[src/rtl/operand_collector_pkg.sv]
// operand_collector_pkg
//   Shared types and helpers for the operand collector.
//   oc_state_e : collect-stage FSM state (COLLECT accepts values, WAIT holds a
//                closed frame until the output stage frees up).
//   oc_cnt_w   : width of a slot counter able to hold 0..depth.
package operand_collector_pkg;

    typedef enum logic [0:0] {
        COLLECT = 1'b0,
        WAIT    = 1'b1
    } oc_state_e;

    function automatic int unsigned oc_cnt_w(input int unsigned depth);
        return $clog2(depth + 1);
    endfunction

endpackage

[src/rtl/oc_out_stage.sv]
// oc_out_stage
//   Output register of the operand collector. Loads a frame on publish, holds it
//   while out_valid && !out_ready, and drops out_valid once the consumer takes it
//   (unless a new frame publishes on the same edge).
//   Optional: OPERAND_COLLECTOR_SUM_EN adds out_sum, the zero-extended sum of
//   the published slots, registered with the frame.
// Ports:
//   clk, reset            clock, asynchronous active-low reset
//   publish               load pub_* into the output register this edge
//   pub_data/mask/count   frame being published
//   out_ready             consumer accepts the held frame
//   out_valid/data/mask/count  held frame
//   done                  high for the cycle following a publish edge
//   out_sum               (optional) sum of filled slots
module oc_out_stage #(
    parameter int unsigned WIDTH = 8,
    parameter int unsigned DEPTH = 3,
    parameter int unsigned CW    = 2
) (
    input  logic                     clk,
    input  logic                     reset,
    input  logic                     publish,
    input  logic [DEPTH*WIDTH-1:0]   pub_data,
    input  logic [DEPTH-1:0]         pub_mask,
    input  logic [CW-1:0]            pub_count,
    input  logic                     out_ready,
    output logic                     out_valid,
    output logic [DEPTH*WIDTH-1:0]   out_data,
    output logic [DEPTH-1:0]         out_mask,
    output logic [CW-1:0]            out_count,
`ifdef OPERAND_COLLECTOR_SUM_EN
    output logic [WIDTH+CW-1:0]      out_sum,
`endif
    output logic                     done
);

    logic                   valid_d, valid_q;
    logic [DEPTH*WIDTH-1:0] data_d, data_q;
    logic [DEPTH-1:0]       mask_d, mask_q;
    logic [CW-1:0]          count_d, count_q;
    logic                   done_d, done_q;

    always_comb begin
        valid_d = valid_q;
        data_d  = data_q;
        mask_d  = mask_q;
        count_d = count_q;
        done_d  = publish;
        if (publish) begin
            valid_d = 1'b1;
            data_d  = pub_data;
            mask_d  = pub_mask;
            count_d = pub_count;
        end else if (valid_q && out_ready) begin
            valid_d = 1'b0;
        end
    end

    always_ff @(posedge clk or negedge reset) begin
        if (!reset) begin
            valid_q <= 1'b0;
            data_q  <= '0;
            mask_q  <= '0;
            count_q <= '0;
            done_q  <= 1'b0;
        end else begin
            valid_q <= valid_d;
            data_q  <= data_d;
            mask_q  <= mask_d;
            count_q <= count_d;
            done_q  <= done_d;
        end
    end

    assign out_valid = valid_q;
    assign out_data  = data_q;
    assign out_mask  = mask_q;
    assign out_count = count_q;
    assign done      = done_q;

`ifdef OPERAND_COLLECTOR_SUM_EN
    localparam int unsigned SW = WIDTH + CW;
    logic [SW-1:0] sum_d, sum_q;

    // Unfilled slots are zero, so summing every slot equals summing filled ones.
    always_comb begin
        sum_d = sum_q;
        if (publish) begin
            sum_d = '0;
            for (int unsigned i = 0; i < DEPTH; i++) begin
                sum_d = sum_d + SW'(pub_data[i*WIDTH +: WIDTH]);
            end
        end
    end

    always_ff @(posedge clk or negedge reset) begin
        if (!reset) begin
            sum_q <= '0;
        end else begin
            sum_q <= sum_d;
        end
    end

    assign out_sum = sum_q;
`endif

endmodule

[src/rtl/operand_collector.sv]
// operand_collector
//   Gathers up to DEPTH values of WIDTH bits from a valid/ready stream into
//   ordered slots and publishes them as one parallel word with a valid mask.
//   A frame closes when all slots fill (AUTO_COMMIT=1) or on commit. If the
//   output stage is still busy the closed frame is frozen in WAIT until it frees.
//   Optional: OPERAND_COLLECTOR_SUM_EN adds out_sum (sum of filled slots).
// Ports:
//   clk, reset                  clock, asynchronous active-low reset
//   in_valid/in_ready/in_value  input stream
//   commit                      close the current (non-empty) frame
//   out_valid/out_ready         output handshake
//   out_data                    slot i at [i*WIDTH +: WIDTH], unfilled = 0
//   out_mask, out_count         filled-slot mask and count
//   done                        one-cycle pulse after each publish edge
//   out_sum                     (optional) zero-extended slot sum
module operand_collector
    import operand_collector_pkg::*;
#(
    parameter int unsigned WIDTH       = 8,
    parameter int unsigned DEPTH       = 3,
    parameter int unsigned AUTO_COMMIT = 1
) (
    input  logic                              clk,
    input  logic                              reset,
    input  logic                              in_valid,
    output logic                              in_ready,
    input  logic [WIDTH-1:0]                  in_value,
    input  logic                              commit,
    output logic                              out_valid,
    input  logic                              out_ready,
    output logic [DEPTH*WIDTH-1:0]            out_data,
    output logic [DEPTH-1:0]                  out_mask,
    output logic [oc_cnt_w(DEPTH)-1:0]        out_count,
`ifdef OPERAND_COLLECTOR_SUM_EN
    output logic [WIDTH+oc_cnt_w(DEPTH)-1:0]  out_sum,
`endif
    output logic                              done
);

    localparam int unsigned CW = oc_cnt_w(DEPTH);

    oc_state_e                        state_d, state_q;
    logic [DEPTH-1:0][WIDTH-1:0]      slots_d, slots_q;
    logic [CW-1:0]                    count_d, count_q;

    logic                             accept;
    logic [CW-1:0]                    count_next;
    logic [DEPTH-1:0][WIDTH-1:0]      slots_next;
    logic                             commit_req;
    logic                             out_free;
    logic                             publish;
    logic [DEPTH-1:0]                 pub_mask;

    // Depends on registers only; no combinational path from in_valid.
    assign in_ready = (state_q == COLLECT) && (count_q < CW'(DEPTH));
    assign out_free = !out_valid || out_ready;

    always_comb begin
        accept     = in_valid && in_ready;
        count_next = count_q + CW'(accept);
        slots_next = slots_q;
        for (int unsigned i = 0; i < DEPTH; i++) begin
            if (accept && (32'(count_q) == i)) begin
                slots_next[i] = in_value;
            end
        end

        // In WAIT the frame is already closed; later commits are redundant.
        commit_req = (state_q == COLLECT) &&
                     ((commit && (count_next != '0)) ||
                      ((AUTO_COMMIT != 0) && (count_next == CW'(DEPTH))));

        publish = ((state_q == COLLECT) && commit_req && out_free) ||
                  ((state_q == WAIT) && out_free);

        for (int unsigned i = 0; i < DEPTH; i++) begin
            pub_mask[i] = (32'(count_next) > i);
        end

        state_d = state_q;
        slots_d = slots_q;
        count_d = count_q;
        if (publish) begin
            state_d = COLLECT;
            slots_d = '0;
            count_d = '0;
        end else if (state_q == COLLECT) begin
            slots_d = slots_next;
            count_d = count_next;
            if (commit_req) begin
                state_d = WAIT;
            end
        end
    end

    always_ff @(posedge clk or negedge reset) begin
        if (!reset) begin
            state_q <= COLLECT;
            slots_q <= '0;
            count_q <= '0;
        end else begin
            state_q <= state_d;
            slots_q <= slots_d;
            count_q <= count_d;
        end
    end

    oc_out_stage #(
        .WIDTH (WIDTH),
        .DEPTH (DEPTH),
        .CW    (CW)
    ) u_out_stage (
        .clk       (clk),
        .reset     (reset),
        .publish   (publish),
        .pub_data  (slots_next),
        .pub_mask  (pub_mask),
        .pub_count (count_next),
        .out_ready (out_ready),
        .out_valid (out_valid),
        .out_data  (out_data),
        .out_mask  (out_mask),
        .out_count (out_count),
`ifdef OPERAND_COLLECTOR_SUM_EN
        .out_sum   (out_sum),
`endif
        .done      (done)
    );

endmodule

[config.mk]
export PLATFORM = sky130hd
export DESIGN_NAME = operand_collector
export DESIGN_NICKNAME = d
export VERILOG_FILES = /design/src/rtl/operand_collector_pkg.sv /design/src/rtl/oc_out_stage.sv /design/src/rtl/operand_collector.sv
export SDC_FILE = /design/constraint.sdc
export NUM_CORES = 1
export LEC_CHECK = 0
export CELL_PAD_IN_SITES_DETAIL_PLACEMENT = 1
export CELL_PAD_IN_SITES_GLOBAL_PLACEMENT = 1
export CORE_MARGIN = 2
export CORE_UTILIZATION = 47
export CTS_CLUSTER_SIZE = 12
export DETAILED_ROUTE_END_ITERATION = 7
export PLACE_DENSITY = 0.88
export SYNTH_ARGS = -nofsm -noshare
export SYNTH_HDL_FRONTEND = slang
export SYNTH_HIERARCHICAL = 1
export SYNTH_SLANG_ARGS = --single-unit
[constraint.sdc]
create_clock -name clk -period 4 [get_ports clk]
set_input_delay 0.8 -clock clk [delete_from_list [all_inputs] [get_ports clk]]
set_output_delay 0.8 -clock clk [all_outputs]
set_load 0.005 [all_outputs]
==> metrics.txt, run 1 <==
# TYPE chip_impl_metric gauge
chip_impl_metric{name="die_height",unit="um"} 78.8
chip_impl_metric{name="timing_max_transition_violations_final",unit=""} 0
chip_impl_metric{name="synth_edf_count",unit=""} 0
chip_impl_info{name="synth_most_common_cell",value="sky130_fd_sc_hd__dfrtp_1"} 1
chip_impl_metric{name="remaining_drc_errors",unit=""} 0
chip_impl_metric{name="dp.final_hpwl",unit="um"} 3650
chip_impl_metric{name="r2r_cells",unit=""} 8
chip_impl_metric{name="num-nets-final",unit=""} 234
chip_impl_metric{name="design.die.area",unit="um2"} 6210
chip_impl_metric{name="ctsLongestPathBuffers",unit=""} 2
chip_impl_metric{name="h_tree_depth",unit=""} 3
chip_impl_metric{name="detail_route.vias_per_cell",unit=""} 5.14
chip_impl_metric{name="timing.final.ws_setup",unit="ps"} 1220
chip_impl_metric{name="cell_count_after_placement",unit=""} 281
chip_impl_metric{name="mappedNetlistNets",unit=""} 186
chip_impl_metric{name="holdPathStages",unit=""} 1
chip_impl_metric{name="hold_viol",unit=""} 0
chip_impl_metric{name="synth_sequential_area_ratio",unit="%"} 55.2
chip_impl_metric{name="track_usage",unit="%"} 21.0
chip_impl_metric{name="drtPass1Iterations",unit=""} 4
chip_impl_info{name="hold_path_startpoint",value="u_out_stage/out_valid"} 1
chip_impl_metric{name="antenna_cells_inserted",unit=""} 0
chip_impl_metric{name="ys.warnings.count",unit=""} 6
chip_impl_metric{name="area_growth_syn_to_layout",unit="%"} 27.8
chip_impl_metric{name="critPathArrivalTime",unit="ps"} 3000
chip_impl_metric{name="timing.slew.headroom",unit="%"} 52.7
chip_impl_metric{name="worst-path-max-fanout",unit=""} 42
chip_impl_info{name="critPathLaunchType",value="primary input"} 1
chip_impl_metric{name="cellLeakagePower",unit="nW"} 1.56
chip_impl_metric{name="drt-wirelength-per-cell",unit="um"} 19.3
chip_impl_metric{name="rows",unit=""} 27
chip_impl_info{name="worstReg2RegStart",value="state_q"} 1
chip_impl_metric{name="power_density",unit="nW/um2"} 868
chip_impl_info{name="post_synth_main_area_contributors",value="sky130_fd_sc_hd__dfrtp_1 (55%), sky130_fd_sc_hd__mux2_4 (17%), sky130_fd_sc_hd__mux2_2 (10%)"} 1
chip_impl_metric{name="fin_worst_hold_slack",unit="ps"} 503
chip_impl_metric{name="synth-seq-cells",unit=""} 58
chip_impl_metric{name="post-route-util",unit="%"} 61.8
chip_impl_metric{name="syn-instance-count",unit=""} 172
chip_impl_metric{name="timing.critical_path.required",unit="ps"} 4230
chip_impl_metric{name="coreArea",unit="um2"} 5440
chip_impl_metric{name="final_period_minus_worst_setup_slack",unit="ps"} 2780
chip_impl_info{name="rsz0062_at_grt",value="no"} 1
chip_impl_metric{name="placed_area",unit="um2"} 3130
chip_impl_metric{name="grt_first_pass_wirelength",unit="um"} 9520
chip_impl_metric{name="avgSynthCellArea",unit="um2"} 15.3
chip_impl_metric{name="layout.cells.non_filler",unit=""} 297
chip_impl_metric{name="cts_setup_buffers",unit=""} 0
chip_impl_metric{name="io_pins",unit=""} 45
chip_impl_metric{name="globalRouteOverflowTotal",unit=""} 0
chip_impl_info{name="worst_setup_path_end_kind",value="flip-flop"} 1
chip_impl_metric{name="totalNegativeSetupSlack",unit="ps"} 0
chip_impl_metric{name="grt_antenna_before_repair",unit=""} 0
chip_impl_metric{name="period_share",unit="%"} 69.4
chip_impl_metric{name="fin_area",unit="um2"} 3360
chip_impl_info{name="netlist_top_cells_count",value="sky130_fd_sc_hd__dfrtp_1 (58), sky130_fd_sc_hd__mux2_4 (29), sky130_fd_sc_hd__mux2_2 (24)"} 1
chip_impl_metric{name="clk_pin_slew",unit="ps"} 70
chip_impl_info{name="cts_tree",value="done"} 1
chip_impl_metric{name="setup_violations",unit=""} 0
chip_impl_info{name="path_class",value="in2reg"} 1
chip_impl_info{name="whs_endpoint",value="u_out_stage/out_valid"} 1
chip_impl_metric{name="wl",unit="um"} 5740
chip_impl_info{name="yosys_most_used_dff",value="sky130_fd_sc_hd__dfrtp_1"} 1
chip_impl_info{name="clock-root-buffer",value="sky130_fd_sc_hd__clkbuf_8"} 1
chip_impl_metric{name="io_buffers",unit=""} 44
chip_impl_metric{name="number_of_violations_reported_at_the_end_of_detailed_routing_iteration_0",unit=""} 54
chip_impl_metric{name="post_cts_sizing_count",unit=""} 0
chip_impl_info{name="synth_top_area_cell",value="sky130_fd_sc_hd__dfrtp_1"} 1
chip_impl_metric{name="share_of_final_layout_standard_cells_stronger_than_drive_strength_1",unit="%"} 37.8
chip_impl_metric{name="via_count",unit=""} 1528
chip_impl_metric{name="report.power.total",unit="mW"} 2.92
chip_impl_metric{name="max_cap_violations",unit=""} 0
chip_impl_metric{name="place_ws",unit="ps"} 881
chip_impl_metric{name="worst_skew_pair.late_latency",unit="ps"} 340
chip_impl_metric{name="synth_cell_types",unit=""} 26
chip_impl_metric{name="grt_pass1_vias",unit=""} 1724
chip_impl_metric{name="die_w",unit="um"} 78.8
chip_impl_metric{name="worst_ir_drop_vdd",unit="mV"} 0.471
chip_impl_metric{name="detail-route-antenna-nets",unit=""} 0
chip_impl_metric{name="place_congestion",unit=""} 0.742
chip_impl_metric{name="synth_top_cell_area_share",unit="%"} 55.2
chip_impl_metric{name="numCtsBuffers",unit=""} 9
chip_impl_metric{name="start_util",unit="%"} 48.4
chip_impl_metric{name="max_slew.worst_pin.slew",unit="ps"} 710
chip_impl_metric{name="rrSetupSlack",unit="ps"} 1470
chip_impl_info{name="worst_r2r_endpoint",value="u_out_stage/out_data[6]"} 1
chip_impl_metric{name="grt_max_degree",unit=""} 59
chip_impl_metric{name="clock_skew",unit="ps"} 11.0
chip_impl_metric{name="synth-async-reset-ratio",unit="%"} 100
chip_impl_metric{name="achievable-frequency",unit="GHz"} 0.360
chip_impl_metric{name="cts_hold_repair.buffers",unit=""} 0
chip_impl_info{name="status",value="completed"} 1
chip_impl_metric{name="tritoncts_num_sinks",unit=""} 58
chip_impl_info{name="worst_hold_path_type",value="reg2reg"} 1
chip_impl_metric{name="syn-cell-area",unit="um2"} 2630
worst max-delay path, stage by stage:
cell and delay [ps]:
sky130_fd_sc_hd__clkdlybuf4s50_1 450, sky130_fd_sc_hd__and2_1 160, sky130_fd_sc_hd__ha_1 370, sky130_fd_sc_hd__nor3_2 60
sky130_fd_sc_hd__buf_4 210, sky130_fd_sc_hd__a211oi_4 270, sky130_fd_sc_hd__buf_12 310, sky130_fd_sc_hd__mux2_4 340
placed cells by master, fill, tap and decap left out, types with 5 or more instances in the layout:
cell | synthesis | layout
sky130_fd_sc_hd__nor2b_1 | 10 | 10
sky130_fd_sc_hd__clkbuf_8 | 0 | 11
sky130_fd_sc_hd__buf_4 | 0 | 5
sky130_fd_sc_hd__o31a_2 | 7 | 7
sky130_fd_sc_hd__dfrtp_1 | 58 | 58
sky130_fd_sc_hd__mux2_2 | 24 | 24
sky130_fd_sc_hd__o31a_1 | 8 | 8
sky130_fd_sc_hd__clkdlybuf4s50_1 | 0 | 43
sky130_fd_sc_hd__mux2_4 | 29 | 29
where the power goes:
part | internal (mW) | total (mW) | switching, mW
Clock | 0.385 | 0.620 | 0.235
Combinational | 0.805 | 1.36 | 0.558
Sequential | 0.810 | 0.935 | 0.125
kinds of logic (layout without fill, tap and decap cells):
logic type,after synthesis,in the layout,synth area share [%]
mux,54,54,27.2
flops,58,58,55.2
xor+xnor,2,2,0.666
compound gates,19,19,6.28
buf+inv,16,69,3.95
fa+ha+maj,1,1,0.476
simple gates,22,22,6.23
worst max path at each step:
| stage | start | to | slack, ps | depth (start not counted) |
|---|---|---|---|---|
| detailed placement | in_valid | u_out_stage/out_data[6] | 880 | 8 |
| global route | in_valid | u_out_stage/out_mask[1] | 1140 | 8 |
| CTS | in_valid | u_out_stage/out_data[13] | 1240 | 8 |
| floorplan | in_valid | u_out_stage/out_count[0] | 1440 | 7 |
| global placement | in_valid | u_out_stage/out_data[17] | 960 | 8 |
| finish | in_valid | u_out_stage/out_data[6] | 1220 | 8 |
registers in the layout, indices dropped and copies added (netlist names):
register	cells
count_q	2
state_q	1
u_out_stage/out_count	2
u_out_stage/out_data	24
u_out_stage/done	1
u_out_stage/out_mask	3
slots_q	24
u_out_stage/out_valid	1
area by class of cell:
cell class                      instances  area, um2
Timing Repair Buffer                   50        493
Sequential cell                        58       1450
Inverter                                3       11.3
Multi-Input combinational cell         98       1090
Clock buffer                           12        155
Tap cell                               72       90.1
Clock inverter                          4       73.8
Fill cell                             503       2080
routing by layer:
layer | global-route usage (%) | share of wire (%) | vias up
met1 | 27.7 | 45 | 788
li1 | - | - | 702
met3 | 5.23 | 2.9 | 8
met5 | 0 | 0 | -
met4 | 10.0 | 1.8 | 0
met2 | 32.6 | 50 | 30
(Power assumes the default switching activity.)
==> inputs of run 2 (changes only) <==
Settings changed: CORE_UTILIZATION 47 to 39, PLACE_DENSITY 0.88 to 0.78.
Clock period 4 ns to 2.3 ns, I/O delays scaled along.
==> metrics.txt, run 2 (synthesized netlist as in run 1, its figures left out) <==
# TYPE chip_impl_metric gauge
chip_impl_info{name="status",value="completed"} 1
chip_impl_metric{name="fin_area",unit="um2"} 3470
chip_impl_metric{name="wl",unit="um"} 5780
chip_impl_metric{name="antenna_cells_inserted",unit=""} 0
chip_impl_metric{name="share_of_final_layout_standard_cells_stronger_than_drive_strength_1",unit="%"} 41.8
chip_impl_info{name="worst_setup_path_end_kind",value="flip-flop"} 1
chip_impl_metric{name="drt-wirelength-per-cell",unit="um"} 18.4
chip_impl_metric{name="place_congestion",unit=""} 0.753
chip_impl_metric{name="worst-path-max-fanout",unit=""} 22
chip_impl_metric{name="grt_first_pass_wirelength",unit="um"} 9670
chip_impl_metric{name="num-nets-final",unit=""} 246
chip_impl_metric{name="drtPass1Iterations",unit=""} 4
chip_impl_metric{name="start_util",unit="%"} 41.0
chip_impl_info{name="path_class",value="in2reg"} 1
chip_impl_metric{name="power_density",unit="nW/um2"} 1470
chip_impl_metric{name="ctsLongestPathBuffers",unit=""} 2
chip_impl_metric{name="via_count",unit=""} 1618
chip_impl_metric{name="critPathArrivalTime",unit="ps"} 2400
chip_impl_metric{name="area_growth_syn_to_layout",unit="%"} 31.9
chip_impl_metric{name="h_tree_depth",unit=""} 3
chip_impl_info{name="critPathLaunchType",value="primary input"} 1
chip_impl_metric{name="max_slew.worst_pin.slew",unit="ps"} 521
chip_impl_metric{name="remaining_drc_errors",unit=""} 0
chip_impl_metric{name="globalRouteOverflowTotal",unit=""} 0
chip_impl_metric{name="n_fill_cell",unit=""} 624
chip_impl_metric{name="power_frac_seq",unit="%"} 31.0
chip_impl_metric{name="worst_skew_pair.late_latency",unit="ps"} 330
chip_impl_metric{name="net-switching-power",unit="mW"} 1.59
chip_impl_info{name="commonest_non_fill_non_tap_cell_in_the_layout",value="sky130_fd_sc_hd__dfrtp_1"} 1
chip_impl_metric{name="timing_max_transition_violations_final",unit=""} 0
chip_impl_metric{name="tritoncts_num_sinks",unit=""} 58
chip_impl_metric{name="power_frac_comb",unit="%"} 52.1
chip_impl_metric{name="cts_hold_repair.buffers",unit=""} 0
chip_impl_metric{name="placed_area",unit="um2"} 3290
chip_impl_metric{name="timing.final.ws_setup",unit="ps"} 111
chip_impl_metric{name="power.share.switching",unit="%"} 31.3
chip_impl_metric{name="cts_setup_buffers",unit=""} 0
chip_impl_metric{name="grt_antenna_before_repair",unit=""} 0
chip_impl_metric{name="setup_violations",unit=""} 0
chip_impl_info{name="worst_hold_path_type",value="in2async"} 1
chip_impl_metric{name="io_pins",unit=""} 45
chip_impl_info{name="cts_tree",value="done"} 1
chip_impl_metric{name="grt_max_degree",unit=""} 24
chip_impl_metric{name="place_ws",unit="ps"} -216
chip_impl_metric{name="max_cap_violations",unit=""} 0
chip_impl_metric{name="final_period_minus_worst_setup_slack",unit="ps"} 2190
chip_impl_metric{name="numCtsBuffers",unit=""} 9
chip_impl_metric{name="timing.critical_path.required",unit="ps"} 2510
chip_impl_metric{name="clk_pin_slew",unit="ps"} 60
chip_impl_metric{name="power_frac_clock",unit="%"} 16.9
chip_impl_metric{name="grt_pass1_vias",unit=""} 1835
chip_impl_metric{name="detail-route-antenna-nets",unit=""} 0
chip_impl_info{name="commonest_cells_after_routing_fill_and_taps_aside",value="sky130_fd_sc_hd__dfrtp_1 (58), sky130_fd_sc_hd__clkdlybuf4s50_1 (43), sky130_fd_sc_hd__mux2_4 (29)"} 1
chip_impl_metric{name="hold_viol",unit=""} 0
chip_impl_metric{name="design.die.area",unit="um2"} 7420
chip_impl_metric{name="clock_skew",unit="ps"} 6.09
chip_impl_metric{name="achievable-frequency",unit="GHz"} 0.457
chip_impl_metric{name="track_usage",unit="%"} 17.4
chip_impl_metric{name="number_of_violations_reported_at_the_end_of_detailed_routing_iteration_0",unit=""} 40
chip_impl_metric{name="coreArea",unit="um2"} 6420
chip_impl_info{name="clock-root-buffer",value="sky130_fd_sc_hd__clkbuf_8"} 1
chip_impl_metric{name="rows",unit=""} 29
chip_impl_metric{name="die_w",unit="um"} 86.1
chip_impl_metric{name="post_cts_sizing_count",unit=""} 0
chip_impl_metric{name="dp.final_hpwl",unit="um"} 4030
chip_impl_info{name="rsz0062_at_grt",value="no"} 1
chip_impl_metric{name="timing.slew.headroom",unit="%"} 65.3
chip_impl_metric{name="io_buffers",unit=""} 44
chip_impl_metric{name="die_height",unit="um"} 86.1
chip_impl_metric{name="cellLeakagePower",unit="nW"} 1.61
chip_impl_metric{name="worst_ir_drop_vdd",unit="mV"} 0.597
chip_impl_metric{name="cellInternalPower",unit="mW"} 3.50
chip_impl_metric{name="period_share",unit="%"} 95.2
chip_impl_metric{name="detail_route.vias_per_cell",unit=""} 5.15
==> run 2: critical path: stages <==
cell	delay, ps
sky130_fd_sc_hd__clkdlybuf4s50_1	420
sky130_fd_sc_hd__and2_1	170
sky130_fd_sc_hd__ha_4	300
sky130_fd_sc_hd__a21oi_1	110
sky130_fd_sc_hd__a211oi_4	370
sky130_fd_sc_hd__buf_12	230
sky130_fd_sc_hd__mux2_4	320
==> run 2: power groups by stage <==
stage               Sequential, mW  Combinational, mW  Clock [mW]
floorplan                     1.59               1.69           0
global placement              1.59               2.58           0
detailed placement            1.60               2.67           0
CTS                           1.59               2.69       0.889
global route                  1.62               2.87       0.938
finish                        1.58               2.65       0.862
==> run 2: final cells by class <==
class / instances / area, um2 / share of cell area (%)
multi-input cells: 98 / 1120 / 32.3
repair buffers: 62 / 608 / 17.5
clock buffers: 14 / 173 / 4.98
well taps: 77 / 96.3 / 2.78
inverters: 3 / 11.3 / 0.325
flip-flops and latches: 58 / 1450 / 41.8
clock inverters: 2 / 10.0 / 0.289
==> run 2: through the flow <==
step | hold slack, ps | std cells | setup TNS, ps | util (%) | power [mW]
finish | 99.5 | 314 | 0 | 54.0 | 5.09
global route | 118 | 314 | 0 | 54.0 | 5.43
CTS | 108 | 314 | 0 | 54.0 | 5.17
detailed placement | 467 | 298 | -6290 | 51.2 | 4.27
global placement | 462 | 298 | -5220 | 51.2 | 4.17
floorplan | 164 | 172 | 0 | - | 3.28
==> run 2: routing by layer <==
| metal | up-vias | part of all wire [%] | GRT usage, % |
|---|---|---|---|
| met4 | 0 | 1.4 | 6.06 |
| met3 | 8 | 4.2 | 4.91 |
| met2 | 38 | 49 | 27.6 |
| met1 | 848 | 46 | 22.9 |
| met5 | - | 0 | 0 |
| li1 | 724 | - | - |
==> run 2: path summary, 6_finish.rpt <==
kind                                             from                 endpoint  slack (ps)  cells past startpoint
worst min-delay path                            reset  u_out_stage/out_data[4]         100                      1
min in group clk                u_out_stage/out_valid    u_out_stage/out_valid         510                      1
worst max register to register                state_q  u_out_stage/out_data[0]         210                      7
worst max-delay path                         in_valid  u_out_stage/out_data[0]         110                      7
worst min register to register  u_out_stage/out_valid    u_out_stage/out_valid         510                      1
max in group asynchronous                       reset              slots_q[16]        1520                      2
